--- src/rtl/uart_sram_tx_interface_pkg.sv ---
// Shared FSM encodings, bus widths and the 8N1 frame builder for the SRAM-to-UART transmit path.
// Pure declarations: no latency, no backpressure.
package uart_sram_tx_interface_pkg;

    localparam int ADDR_W = 18;
    localparam int DATA_W = 16;

    localparam logic [2:0] S_TX_IDLE = 3'd0;
    localparam logic [2:0] S_TX_READ = 3'd1;
    localparam logic [2:0] S_TX_WAIT = 3'd2;
    localparam logic [2:0] S_TX_HI   = 3'd3;
    localparam logic [2:0] S_TX_LO   = 3'd4;
    localparam logic [2:0] S_TX_DONE = 3'd5;

    // Bit 0 goes on the line first: start bit, data LSB first, then the stop bit.
    function automatic logic [9:0] uart_frame(input logic [7:0] data);
        return {1'b1, data, 1'b0};
    endfunction

endpackage

--- src/rtl/uart_byte_tx.sv ---
// One 8N1 frame per Load; the line leaves idle on the cycle after Load, each bit lasts CLKS_PER_BIT clocks.
// Ready is high when idle and on the last stop-bit cycle, so back-to-back Loads chain with no idle gap.
module uart_byte_tx
    import uart_sram_tx_interface_pkg::*;
#(
    parameter int CLKS_PER_BIT = 434
) (
    input  logic       Clock,
    input  logic       Resetn,
    input  logic       Load,
    input  logic [7:0] Byte,
    output logic       Ready,
    output logic       Tx
);

    localparam int CW = (CLKS_PER_BIT > 1) ? $clog2(CLKS_PER_BIT) : 1;
    localparam logic [CW-1:0] LAST_TICK = CW'(CLKS_PER_BIT - 1);

    logic [9:0]    shift_q, shift_d;
    logic [CW-1:0] baud_q, baud_d;
    logic [3:0]    bit_q, bit_d;
    logic          active_q, active_d;
    logic          bit_end;

    assign bit_end = (baud_q == LAST_TICK);
    assign Ready   = !active_q || (bit_end && (bit_q == 4'd9));
    assign Tx      = active_q ? shift_q[0] : 1'b1;

    always_comb begin
        shift_d  = shift_q;
        baud_d   = baud_q;
        bit_d    = bit_q;
        active_d = active_q;
        if (Load) begin
            shift_d  = uart_frame(Byte);
            baud_d   = '0;
            bit_d    = 4'd0;
            active_d = 1'b1;
        end else if (active_q) begin
            if (bit_end) begin
                baud_d = '0;
                if (bit_q == 4'd9) begin
                    active_d = 1'b0;
                end else begin
                    bit_d   = bit_q + 4'd1;
                    shift_d = {1'b1, shift_q[9:1]};
                end
            end else begin
                baud_d = baud_q + 1'b1;
            end
        end
    end

    always_ff @(posedge Clock) begin
        if (!Resetn) begin
            shift_q  <= '1;
            baud_q   <= '0;
            bit_q    <= 4'd0;
            active_q <= 1'b0;
        end else begin
            shift_q  <= shift_d;
            baud_q   <= baud_d;
            bit_q    <= bit_d;
            active_q <= active_d;
        end
    end

endmodule

--- src/rtl/uart_sram_tx_interface.sv ---
// Streams Word_count SRAM words out as 8N1 frames, high byte first; first start bit at Start+SRAM_READ_LAT+2.
// No backpressure: Start is only honoured in S_TX_IDLE, and the next word is prefetched during each low-byte frame.
module uart_sram_tx_interface
    import uart_sram_tx_interface_pkg::*;
#(
    parameter int CLKS_PER_BIT  = 434,
    parameter int SRAM_READ_LAT = 2
) (
    input  logic              Clock,
    input  logic              Resetn,
    input  logic              Start,
    input  logic [ADDR_W-1:0] Start_address,
    input  logic [ADDR_W-1:0] Word_count,
    output logic              Busy,
    output logic              Done,
    output logic [ADDR_W-1:0] SRAM_address,
    output logic              SRAM_we_n,
    output logic [DATA_W-1:0] SRAM_write_data,
    input  logic [DATA_W-1:0] SRAM_read_data,
    output logic              UART_TX_O
);

    // S_TX_WAIT lasts SRAM_READ_LAT-1 cycles; SRAM_READ_LAT must be at least 2.
    localparam logic [3:0] WAIT_LAST = 4'(SRAM_READ_LAT - 2);

    logic [2:0]        state_q, state_d;
    logic [ADDR_W-1:0] addr_q, addr_d;
    logic [ADDR_W-1:0] remain_q, remain_d;
    logic [7:0]        hold_q, hold_d;
    logic [3:0]        wait_q, wait_d;
    logic              busy_q, busy_d;
    logic              done_q, done_d;

    logic              byte_load;
    logic [7:0]        byte_dat;
    logic              byte_rdy;

    always_comb begin
        state_d   = state_q;
        addr_d    = addr_q;
        remain_d  = remain_q;
        hold_d    = hold_q;
        wait_d    = wait_q;
        busy_d    = busy_q;
        done_d    = 1'b0;
        byte_load = 1'b0;
        byte_dat  = hold_q;
        case (state_q)
            S_TX_IDLE: begin
                if (Start) begin
                    if (Word_count != '0) begin
                        addr_d   = Start_address;
                        remain_d = Word_count;
                        busy_d   = 1'b1;
                        state_d  = S_TX_READ;
                    end else begin
                        done_d = 1'b1;
                    end
                end
            end
            S_TX_READ: begin
                wait_d  = 4'd0;
                state_d = S_TX_WAIT;
            end
            S_TX_WAIT: begin
                if (wait_q == WAIT_LAST) begin
                    state_d = S_TX_HI;
                end else begin
                    wait_d = wait_q + 4'd1;
                end
            end
            S_TX_HI: begin
                // High byte goes straight from the SRAM bus; only the low byte needs holding.
                if (byte_rdy) begin
                    byte_load = 1'b1;
                    byte_dat  = SRAM_read_data[15:8];
                    hold_d    = SRAM_read_data[7:0];
                    remain_d  = remain_q - 1'b1;
                    state_d   = S_TX_LO;
                end
            end
            S_TX_LO: begin
                if (byte_rdy) begin
                    byte_load = 1'b1;
                    if (remain_q != '0) begin
                        addr_d  = addr_q + 1'b1;
                        state_d = S_TX_HI;
                    end else begin
                        state_d = S_TX_DONE;
                    end
                end
            end
            S_TX_DONE: begin
                if (byte_rdy) begin
                    done_d  = 1'b1;
                    busy_d  = 1'b0;
                    state_d = S_TX_IDLE;
                end
            end
            default: state_d = S_TX_IDLE;
        endcase
    end

    always_ff @(posedge Clock) begin
        if (!Resetn) begin
            state_q  <= S_TX_IDLE;
            addr_q   <= '0;
            remain_q <= '0;
            hold_q   <= 8'd0;
            wait_q   <= 4'd0;
            busy_q   <= 1'b0;
            done_q   <= 1'b0;
        end else begin
            state_q  <= state_d;
            addr_q   <= addr_d;
            remain_q <= remain_d;
            hold_q   <= hold_d;
            wait_q   <= wait_d;
            busy_q   <= busy_d;
            done_q   <= done_d;
        end
    end

    uart_byte_tx #(
        .CLKS_PER_BIT(CLKS_PER_BIT)
    ) u_byte_tx (
        .Clock (Clock),
        .Resetn(Resetn),
        .Load  (byte_load),
        .Byte  (byte_dat),
        .Ready (byte_rdy),
        .Tx    (UART_TX_O)
    );

    assign Busy            = busy_q;
    assign Done            = done_q;
    assign SRAM_address    = addr_q;
    assign SRAM_we_n       = 1'b1;
    assign SRAM_write_data = '0;

endmodule

--- config.mk ---
export PLATFORM = sky130hd
export DESIGN_NAME = uart_sram_tx_interface
export DESIGN_NICKNAME = d
export VERILOG_FILES = /design/src/rtl/uart_sram_tx_interface_pkg.sv /design/src/rtl/uart_byte_tx.sv /design/src/rtl/uart_sram_tx_interface.sv
export SDC_FILE = /design/constraint.sdc
export NUM_CORES = 1
export LEC_CHECK = 0
export ABC_AREA = 0
export ABC_CLOCK_PERIOD_IN_PS = 3100
export CORE_MARGIN = 2
export CORE_UTILIZATION = 40
export DETAILED_ROUTE_END_ITERATION = 10
export DONT_BUFFER_PORTS = 1
export PLACE_DENSITY = 0.63
export SLEW_MARGIN = 20
export SYNTH_ARGS = -nofsm -noshare
export SYNTH_HDL_FRONTEND = slang
export SYNTH_HIERARCHICAL = 1
export SYNTH_SLANG_ARGS = --single-unit
--- constraint.sdc ---
create_clock -name Clock -period 3.1 [get_ports Clock]
set_input_delay 0.93 -clock Clock [delete_from_list [all_inputs] [get_ports Clock]]
set_output_delay 0.93 -clock Clock [all_outputs]
set_load 0.005 [all_outputs]
# ---- After elaboration in Yosys (flattened, before gate mapping)
# Index checks and enable logic that the tools add are counted.
dict set report word_totals {
  regBits 76
  input_bits 55
  out_inout_bits 38
  elab_cells 97
}
dict set report op_classes {
  addsub 5
  eq_ne 16
  muxes 40
  bitwise_logic 2
  n_reduce_logical 23
}
# cell n
set ops {}
lappend ops {{$mux 18} 7}
lappend ops {{$pmux 18 s2} 2}
lappend ops {{$mux 9} 5}
lappend ops {{$reduce_bool 18->1} 2}
lappend ops {{$mux 3} 7}
lappend ops {{$add 18x1->18 const B} 1}
lappend ops {{$ne 2x2->1 const B} 9}
lappend ops {{$pmux 3 s6} 1}
lappend ops {{$sub 18x1->18 const B} 1}
lappend ops {{$mux 8} 2}
lappend ops {{$mux 1} 12}
lappend ops {{$reduce_bool 2->1} 6}
lappend ops {{$add 9x1->9 const B} 1}
lappend ops {{$eq 9x9->1 const B} 1}
lappend ops {{$add 4x1->4 const B} 2}
lappend ops {{$pmux 4 s2} 1}
lappend ops {{$reduce_and 4->1} 2}
lappend ops {{$eq 3x2->1 const B} 2}
lappend ops {{$eq 3x3->1 const B} 2}
lappend ops {{$reduce_and 3->1} 2}
lappend ops {{$reduce_and 6->1} 1}
lappend ops {{$reduce_and 5->1} 1}
lappend ops {{$eq 4x4->1 const B} 1}
lappend ops {{$logic_not 4->1} 1}
lappend ops {{other kinds (10)} 14}

# ---- Logic depth before layout (Yosys ltp)
# Gate-level depths: netlist (run 1).
dict set report depth {
  ltp_word 7
  ltp_mapped 13
  ltp_nobuf 11
}

# ---- Modules after synthesis
# Netlist (run 1), hierarchy kept.
# module instances cells_each area_per_inst_um2 seq_area_each_um2
set modules_own_cells {}
lappend modules_own_cells {uart_sram_tx_interface 1 457 3303.2 1061.0}
lappend modules_own_cells {uart_byte_tx 1 132 1113.6 460.4}

# ---- Worst setup path before layout (run 1)
# No wires, ideal clock.
dict set report synth_timing {
  path_kind {register -> register}
  start {register u_byte_tx.baud_q[0]}
  end {register u_byte_tx.shift_q[7]}
  setup_ns 0.091
  arrival_ns 2.488
  required_ns 3.009
  path_slack_ns 0.521
  path_stages_with_launch 13
  n_path_buf 2
  period_less_slack_ns 2.579
  path_cell_list {dfxtp_1 -> ha_1 -> and4b_1 -> nand2_1 -> o21ai_0 -> and3_1 -> nor2b_1 -> clkbuf_1 -> buf_1 -> nand2_1 -> nand2_1 -> nor3b_1 -> a311oi_1}
}
dict set report synth_via {
  elab_cells_between_ends 12
  cone_classes {eq/ne: 2; mux: 5; reduce/logical: 5}
}
# element line_no
set synth_rtl {}
lappend synth_rtl {{start: declaration} uart_byte_tx.sv:20} ;# logic [CW-1:0] baud_q, baud_d;
lappend synth_rtl {{start signal: assignment} uart_byte_tx.sv:62} ;# baud_q <= baud_d;
lappend synth_rtl {{$eq 9x9->1} uart_byte_tx.sv:25} ;# assign bit_end = (baud_q == LAST_TICK);
lappend synth_rtl {{$logic_and 1x1->1} uart_byte_tx.sv:26} ;# assign Ready = !active_q || (bit_end && (bit_q == 4'd9));
lappend synth_rtl {{$logic_or 1x1->1} uart_byte_tx.sv:26}
lappend synth_rtl {{via byte_rdy} uart_sram_tx_interface.sv:36} ;# logic byte_rdy;
lappend synth_rtl {{$mux 8} uart_sram_tx_interface.sv:74} ;# if (byte_rdy) begin
lappend synth_rtl {{$mux 8} uart_sram_tx_interface.sv:48} ;# case (state_q)
lappend synth_rtl {{via byte_dat[6]} uart_sram_tx_interface.sv:35} ;# logic [7:0] byte_dat;
lappend synth_rtl {{$mux 9} uart_byte_tx.sv:34} ;# if (Load) begin
lappend synth_rtl {{end signal: assignment} uart_byte_tx.sv:61} ;# shift_q <= shift_d;
lappend synth_rtl {{end: declaration} uart_byte_tx.sv:19} ;# logic [9:0] shift_q, shift_d;
# The timed path passes the listed nets, and every way through them passes these cells.
# A chain may end at the register's enable or synchronous reset.

# ---- Worst setup path in the final report (run 1)
dict set report layout_timing {
  start {register u_byte_tx.baud_q[0]}
  end {register u_byte_tx.baud_q[1]}
}
dict set report layout_via {
  elab_chain_len 6
  elab_cells_between_ends 8
  cone_classes {add/sub: 1; eq/ne: 1; mux: 3; reduce/logical: 3}
}
# element line_no
set layout_rtl {}
lappend layout_rtl {{$eq 9x9->1} uart_byte_tx.sv:25}
lappend layout_rtl {{$logic_and 1x1->1} uart_byte_tx.sv:26}
lappend layout_rtl {{$logic_or 1x1->1} uart_byte_tx.sv:26}
lappend layout_rtl {{via byte_rdy} uart_sram_tx_interface.sv:36}
lappend layout_rtl {{$mux 1} {uart_sram_tx_interface.sv:74, uart_sram_tx_interface.sv:83}}
lappend layout_rtl {{$mux 1} --}
lappend layout_rtl {{via byte_load} uart_sram_tx_interface.sv:34} ;# logic byte_load;
lappend layout_rtl {{$reduce_or 2->1 (no source line)} --}
# The timed path passes the listed nets, and every way through them passes these cells.

==> results of run 1 <==
cell type report:
cell class	instances	area [um2]	area share (%)
Multi-Input combinational cell	464	2610	56.3
Clock buffer	16	200	4.32
Sequential cell	76	1520	32.8
Timing Repair Buffer	11	82.6	1.78
Inverter	13	48.8	1.05
Tap cell	140	175	3.78
critical path: stages (launching register included):
cell	delay, ns
dfxtp_1	0.40
ha_1	0.18
and4b_1	0.27
nand2_1	0.07
o21ai_0	0.21
buf_4	0.20
a21boi_1	0.18
buf_4	0.23
clkinv_1	0.27
nand3_1	0.37
a211oi_1	0.09
sequential cells by signal, summed over array words and instances, names as in the netlist:
register	cells
u_byte_tx/bit_q	4
u_byte_tx/active_q	1
wait_q	4
u_byte_tx/shift_q	9
state_q	3
SRAM_address	18
Done	1
Busy	1
hold_q	8
remain_q	18
u_byte_tx/baud_q	9
layer usage:
metal	part of all wire, %	track usage, %	up-vias
met5	0	0	-
met1	46	24.3	1872
met2	46	30.2	108
met4	1.1	5.59	0
met3	6.9	5.26	8
li1	-	-	2003
worst paths after layout:
check,startpoint,to,slack [ns]
max,u_byte_tx/baud_q[0]$_SDFFE_PP0P_,u_byte_tx/baud_q[1]$_SDFFE_PP0P_,0.50
min reg2reg,hold_q[5]$_SDFFE_PN0P_,hold_q[5]$_SDFFE_PN0P_,0.46
min,hold_q[5]$_SDFFE_PN0P_,hold_q[5]$_SDFFE_PN0P_,0.46
max reg2reg,u_byte_tx/baud_q[0]$_SDFFE_PP0P_,u_byte_tx/baud_q[1]$_SDFFE_PP0P_,0.50
report_power, final:
group          switching, W  leakage [nW]  total, W  internal, W
Clock              0.000358         0.103  0.000760     0.000402
Combinational      0.000299         0.999  0.000493     0.000194
Sequential        0.0000910         0.620   0.00115      0.00105
cells in the final DEF (no fill, tap or decap), types with 6 or more instances in the layout:
| cell type | synthesis | layout |
|---|---|---|
| nor3_1 | 16 | 16 |
| o211a_1 | 6 | 6 |
| o21a_1 | 7 | 7 |
| clkbuf_8 | 0 | 14 |
| buf_4 | 19 | 11 |
| conb_1 | 2 | 17 |
| nand4_1 | 8 | 8 |
| nor2_1 | 57 | 57 |
| a21oi_1 | 58 | 58 |
| nand3_1 | 20 | 20 |
| nor4_1 | 6 | 6 |
| o21ai_0 | 37 | 37 |
| and3_1 | 7 | 7 |
| dfxtp_1 | 76 | 76 |
| xor2_1 | 6 | 6 |
| nand3b_1 | 9 | 9 |
| ha_1 | 8 | 8 |
| inv_1 | 12 | 12 |
| nand2_1 | 105 | 105 |
| nor2b_1 | 8 | 8 |
| a31oi_1 | 7 | 7 |
metrics by stage:
stage | setup slack, ns | hold WS [ns]
finish | 0.499 | 0.460
global route | 0.234 | 0.487
CTS | 0.485 | 0.464
detailed placement | 0.419 | 0.456
global placement | 0.458 | 0.447
floorplan | 0.521 | 0.439
cell families after synthesis:
family	after synthesis
buffers and inverters	64
adder cells (fa/ha/maj)	8
flip-flops	76
other	2
AO/OA/AOI/OAI	155
XOR/XNOR	11
multiplexers	1
AND/OR/NAND/NOR	272
==> results.toml, run 1 <==
[yosys]
synth_xor_area_share_pct = 2.18
synth_edf_count = 0
yosysSeqAreaShare_pct = 34.4
synth_top_family_by_area = "simple AND/OR/NAND/NOR gates"
ys_types = 66
syn_area_um2 = 4420
synth_compound_area_share_pct = 22.1
synthTopCellsByCount = "nand2_1 (105), dfxtp_1 (76), a21oi_1 (58)"
synthTopCellsByArea = "dfxtp_1 (34%), nand2_1 (8.9%), a21oi_1 (6.6%), nor2_1 (4.8%), o21ai_0 (4.2%)"
syn-instance-count = 589
synth_mux_area_share_pct = 0.255
dominantRegCellSynth = "dfxtp_1"
synth-adder-area-share_pct = 2.27
yosysWarnings = 6
synthArstFlopShare_pct = 0
synthSimpleGateAreaFrac_pct = 30.8
yosysTopAreaCellShare_pct = 34.4
yosysMostFrequentCell = "nand2_1"
synth_seq_cells = 76
avgSynthCellArea_um2 = 7.50
yosysTopAreaCell = "dfxtp_1"

[placement]
dpl.hpwl_um = 7200
dp_cells = 704
gp_congestion = 0.825
placed_cell_area_um2 = 4440
io_buffers = 0

[clocking]
htreeDepth = 3
clk_pin_slew_worst_paths_ns = 0.07
clk_path_buf_depth = 2
numCtsBuffers = 9
post-cts-setup-buffers = 0
cts_resized = 0
cts_tree = "yes"
ctsHoldBuffers = 0
clock_latency_ns = 0.36
clkSinkCount = 76
root_buffer = "clkbuf_8"

[worst_hold_path]
hp-class = "reg -> reg"
whs_path_depth = 2

[layout]
n_fill_cell = 1104
fin_cells = 720
final_layout_size_suffix_gt1_share_pct = 8.79
final_cell_area_um2 = 4640
syn2layout_area_growth_pct = 5.01
final_nets = 638
antenna_cells = 0
final_util_pct = 43.0

[die]
dieWidth_um = 109
rows = 38
core_region_area_um2 = 10800
die_h_um = 109
initial_core_util_pct = 40.9
io_pins = 93
dieArea_um2 = 11900

[timing]
slew_headroom_pct = 62.1
fmax_mhz = 384
hold_viol = 0
period_minus_slack_ns = 2.60
tns_ns = 0
worst_slew_pin_slew_ns = 0.567
skew_ns = 0.00650
finalCritPeriodShare_pct = 83.9
drv_slew = 0
rsz0062_at_grt = "no"
setup_violations = 0

[routing]
firstDrtPassIters = 5
via_per_inst = 5.54
wire_per_inst_um = 14.5
vias = 3991
first_iter_violations = 304
routed_wirelength_um = 10500
drc = 0
drtAntennaViolNets = 0

[critical_path]
worstPathArrival_ns = 2.83
reg2reg_depth = 10
worstPathRequired_ns = 3.33
crit_fanout = 16
critPathKind = "reg -> reg"
end_kind = "flop"
start_kind = "flop"

[run]
timing.max_cap.violations = 0

[power_and_ir_drop]
p_leak_nw = 1.72
total_power_w = 0.00240
cellPowerDensity_nw_per_um2 = 517
ir_drop_mv = 0.312

[grt]
grt_pass1_vias = 3739
grt_usage_pct = 18.7
grt_max_degree = 47
grt-ovfl-total = 0
grt_pass1_wl_um = 17800
antenna_found_initial = 0

[run_status]
status = "complete, no violations"
Power figures use the tool's default switching activity.
==> inputs of run 2 (changes only) <==
--- a/config.mk
+++ b/config.mk
@@ -6,7 +6,7 @@
 export NUM_CORES = 1
 export LEC_CHECK = 0
 export ABC_AREA = 0
-export ABC_CLOCK_PERIOD_IN_PS = 3100
+export ABC_CLOCK_PERIOD_IN_PS = 2700
 export CORE_MARGIN = 2
 export CORE_UTILIZATION = 40
 export DETAILED_ROUTE_END_ITERATION = 10
==> constraint.sdc (replaced) <==
create_clock -name Clock -period 2.7 [get_ports Clock]
set_input_delay 0.81 -clock Clock [delete_from_list [all_inputs] [get_ports Clock]]
set_output_delay 0.81 -clock Clock [all_outputs]
set_load 0.005 [all_outputs]
==> results.toml, run 2 (synthesized netlist as in run 1, its figures left out) <==
[clocking]
clk_path_buf_depth = 2
cts_tree = "yes"
root_buffer = "clkbuf_8"
htreeDepth = 3
clk_pin_slew_worst_paths_ns = 0.08
ctsHoldBuffers = 0
clkSinkCount = 76
numCtsBuffers = 9
clock_latency_ns = 0.36

[power_and_ir_drop]
power.share.switching_pct = 31.5
power.clock.fraction_pct = 30.6
switching_power_w = 0.000866
p_leak_nw = 1.75
cellPowerDensity_nw_per_um2 = 586
ir_drop_mv = 0.386
power.internal_w = 0.00188
combPwrFrac_pct = 21.6
pwr-share-seq_pct = 47.8

[die]
dieWidth_um = 109
dieArea_um2 = 11900
core_region_area_um2 = 10800
die_h_um = 109
rows = 38
io_pins = 93
initial_core_util_pct = 40.9

[timing]
rsz0062_at_grt = "no"
period_minus_slack_ns = 2.36
skew_ns = 0.00793
worst_slew_pin_slew_ns = 0.521
finalCritPeriodShare_pct = 87.3
hold_viol = 0
fmax_mhz = 424
slew_headroom_pct = 64.9
drv_slew = 0
tns_ns = 0
setup_violations = 0

[worst_hold_path]
hp-class = "reg -> reg"
whs_path_depth = 2
hold_start = "hold_q[1]$_SDFFE_PN0P_"

[routing]
via_per_inst = 5.54
first_iter_violations = 326
routed_wirelength_um = 10500
drtAntennaViolNets = 0
vias = 4020
firstDrtPassIters = 5
wire_per_inst_um = 14.5
drc = 0

[grt]
grt_pass1_wl_um = 17500
grt_usage_pct = 18.5
grt-ovfl-total = 0
grt_max_degree = 47
antenna_found_initial = 0
grt_pass1_vias = 3710

[layout]
final_nets = 644
antenna_cells = 0
syn2layout_area_growth_pct = 6.15
final_layout_size_suffix_gt1_share_pct = 10.1
final_common_cell = "nand2_1"
final_cell_mix = "nand2_1 (105), dfxtp_1 (76), a21oi_1 (58), nor2_1 (57), o21ai_0 (37)"
n_fill_cell = 1072
final_util_pct = 43.4

[critical_path]
critPathKind = "reg -> reg"
cp_cell_sequence = "nor4_1 > nor2b_1 > a31oi_2 > nor2_4 > buf_4 > a21oi_1 > o32ai_1"
worstPathArrival_ns = 2.62
cpMaxStageDelayCell = "nor4_1"
cp.depth = 7
critPathLaunch = "remain_q[13]$_SDFFE_PN0P_"
end_kind = "flop"
crit_fanout = 20
worstPathRequired_ns = 2.96
path_buf_inv = 1
cpLargestDelayFamily = "simple AND/OR/NAND/NOR gates"
reg2reg_depth = 7
r2r_start = "remain_q[13]$_SDFFE_PN0P_"
max_stage_delay_ns = 0.53
start_kind = "flop"

[placement]
io_buffers = 0
dpl.hpwl_um = 7360
gp_congestion = 0.823

[run]
timing.max_cap.violations = 0

[run_status]
status = "complete, no violations"
==> run 2: metrics by stage <==
stage	area (um2)	total power (W)	hold WS [ns]	std cells	setup WS, ns
after floorplan	4470	0.00181	0.439	604	0.121
after global placement	4500	0.00191	0.449	710	0.113
after detailed placement	4500	0.00193	0.454	710	0.165
after CTS	4680	0.00277	0.462	725	0.156
after global routing	4690	0.00291	0.480	725	0.0467
final	4690	0.00275	0.459	725	0.343
==> run 2: what timing repair did <==
action | CTS | global route
setup buffers | 0 | 0
setup endpoints to repair | 0 | 13
gates resized for setup | 0 | 2
==> run 2: routing by layer <==
layer  track usage [%]  wire length [um]
met2              31.0              4790
met5                 0                 0
met4              4.40                82
met3              6.28               793
met1              22.8              4840
==> run 2: worst min-delay path, cell delays in order, from the launching register on <==
cell	delay (ns)
dfxtp_1	0.30
nand2_1	0.06
a21oi_1	0.05
==> run 2: final timing paths <==
path              slack [ns]                            to
setup / recovery        0.34  SRAM_address[3]$_SDFFE_PN0P_
hold / removal          0.46        hold_q[1]$_SDFFE_PN0P_
hold reg to reg         0.46        hold_q[1]$_SDFFE_PN0P_
setup reg to reg        0.34  SRAM_address[3]$_SDFFE_PN0P_
==> run 2: layout make-up <==
type | instances | area (um2) | area share, %
clock buffers | 14 | 183 | 3.90
repair buffers | 17 | 140 | 2.99
multi-input cells | 464 | 2620 | 55.8
inverters | 13 | 48.8 | 1.04
flip-flops and latches | 76 | 1520 | 32.5
well taps | 140 | 175 | 3.74
clock inverters | 1 | 5.00 | 0.107
==> run 2: power by group through the flow <==
stage                     Clock (W)  Combinational, W  Sequential, W
after floorplan                   0          0.000514        0.00130
after global placement            0          0.000576        0.00134
after detailed placement          0          0.000587        0.00134
after CTS                  0.000866          0.000589        0.00131
after global routing       0.000908          0.000670        0.00133
final                      0.000840          0.000594        0.00131
==> inputs of run 3 (changes only) <==
--- a/config.mk
+++ b/config.mk
@@ -8,10 +8,10 @@
 export ABC_AREA = 0
 export ABC_CLOCK_PERIOD_IN_PS = 2700
 export CORE_MARGIN = 2
-export CORE_UTILIZATION = 40
+export CORE_UTILIZATION = 30
 export DETAILED_ROUTE_END_ITERATION = 10
 export DONT_BUFFER_PORTS = 1
-export PLACE_DENSITY = 0.63
+export PLACE_DENSITY = 0.53
 export SLEW_MARGIN = 20
 export SYNTH_ARGS = -nofsm -noshare
 export SYNTH_HDL_FRONTEND = slang
==> results.toml, run 3 (synthesized netlist as in run 1, its figures left out) <==
[clocking]
clk_pin_slew_worst_paths_ns = 0.06
clk_path_buf_depth = 2
post-cts-setup-buffers = 0
cts_resized = 0
htreeDepth = 3
numCtsBuffers = 9
ctsHoldBuffers = 0
cts_tree = "yes"
clkSinkCount = 76
root_buffer = "clkbuf_16"
clock_latency_ns = 0.34

[routing]
via_per_inst = 5.27
firstDrtPassIters = 5
routed_wirelength_um = 11500
drtAntennaViolNets = 0
drc = 0
vias = 4051
first_iter_violations = 302
wire_per_inst_um = 15.0

[die]
io_pins = 93
dieWidth_um = 125
die_h_um = 125
initial_core_util_pct = 30.5
rows = 44
dieArea_um2 = 15700
core_region_area_um2 = 14500

[grt]
grt_pass1_wl_um = 19000
grt_max_degree = 47
grt_usage_pct = 14.6
antenna_found_initial = 1
grt-ovfl-total = 0
grt_pass1_vias = 3874

[critical_path]
worstPathRequired_ns = 2.94
crit_fanout = 17
worstPathArrival_ns = 2.64
crit_path_frequent_cell = "nand2_1"
start_kind = "flop"
end_kind = "flop"
max_stage_delay_ns = 0.40
r2r_slack_ns = 0.30
cpMaxStageDelayCell = "dfxtp_1"
critPathKind = "reg -> reg"
cp_cell_sequence = "ha_1 > and4b_1 > nand2_1 > o21ai_0 > and3_1 > nor2b_1 > buf_4 > nand2_1 > nand2_1 > nor3b_1 > a311oi_1"

[timing]
fmax_mhz = 417
finalCritPeriodShare_pct = 88.7
drv_slew = 0
hold_viol = 0
period_minus_slack_ns = 2.40
tns_ns = 0
skew_ns = 0.0114
rsz0062_at_grt = "no"
setup_violations = 0

[placement]
dpl.hpwl_um = 8170
gp_congestion = 0.777
placed_cell_area_um2 = 4530
io_buffers = 0

[power_and_ir_drop]
cellPowerDensity_nw_per_um2 = 715
ir_drop_mv = 0.312
p_leak_nw = 1.84

[layout]
antenna_cells = 0
final_cell_mix = "nand2_1 (105), dfxtp_1 (76), a21oi_1 (58), nor2_1 (57), o21ai_0 (37)"
n_fill_cell = 1530
final_nets = 643
final_cell_area_um2 = 4930
final_layout_size_suffix_gt1_share_pct = 10.1
multi_input_comb_area_um2 = 2610
final_common_cell = "nand2_1"
seqCellArea_um2 = 1520
syn2layout_area_growth_pct = 11.6

[run_status]
status = "complete, no violations"

[worst_hold_path]
hp-class = "reg -> reg"

[run]
timing.max_cap.violations = 0
## run 3: changes by cell type in the layout (fill, tap and decap cells not counted), sizes merged
cell / before / now
buf: 17 / 16
bufinv: 0 / 5
clkbuf: 14 / 10
## run 3: metal layers
metal  GRT usage [%]  share of wire [%]  vias to the layer above
met5               0               0.11                        -
met2            24.9                 48                      133
li1                -                  -                     2020
met3            5.39                7.9                       13
met1            17.1                 42                     1883
met4            4.31                1.2                        2
## run 3: final timing paths
kind | to | cells past startpoint | start
worst max register to register | u_byte_tx/shift_q[7]$_SDFFE_PN1P_ | 11 | u_byte_tx/baud_q[0]$_SDFFE_PP0P_
worst min-delay path | hold_q[3]$_SDFFE_PN0P_ | 2 | hold_q[3]$_SDFFE_PN0P_
worst max-delay path | u_byte_tx/shift_q[7]$_SDFFE_PN1P_ | 11 | u_byte_tx/baud_q[0]$_SDFFE_PP0P_
worst min register to register | hold_q[3]$_SDFFE_PN0P_ | 2 | hold_q[3]$_SDFFE_PN0P_
## run 3: power by group
group | switching [W] | internal, W | leakage (nW)
clock network | 0.000500 | 0.00112 | 0.193
registers | 0.000107 | 0.00121 | 0.620
logic | 0.000354 | 0.000234 | 1.02
## run 3: layout make-up
class,count,share of cell area (%)
flip-flops and latches,76,30.9
multi-input cells,464,53.0
repair buffers,16,2.44
well taps,184,4.67
clock buffers,10,4.85
clock inverters,6,3.22
inverters,13,0.990
## run 3: worst max-delay path, delay by kind of cell (launching register included)
kind | cells | cell delay, ns
buf+inv | 1 | 0.27
fa+ha+maj | 1 | 0.16
simple gates | 7 | 1.05
compound gates | 2 | 0.41
flops | 1 | 0.40
## run 3: stage by stage
| step | setup WS, ns | hold WS [ns] | util (%) | std cells | total power (W) |
|---|---|---|---|---|---|
| global route | 0.0258 | 0.490 | 34.1 | 769 | 0.00369 |
| global placement | 0.142 | 0.448 | 31.3 | 753 | 0.00191 |
| CTS | 0.223 | 0.464 | 34.0 | 769 | 0.00355 |
| finish | 0.304 | 0.459 | 34.1 | 769 | 0.00352 |
| detailed placement | 0.118 | 0.456 | 31.3 | 753 | 0.00193 |
| floorplan | 0.121 | 0.439 | - | 604 | 0.00181 |
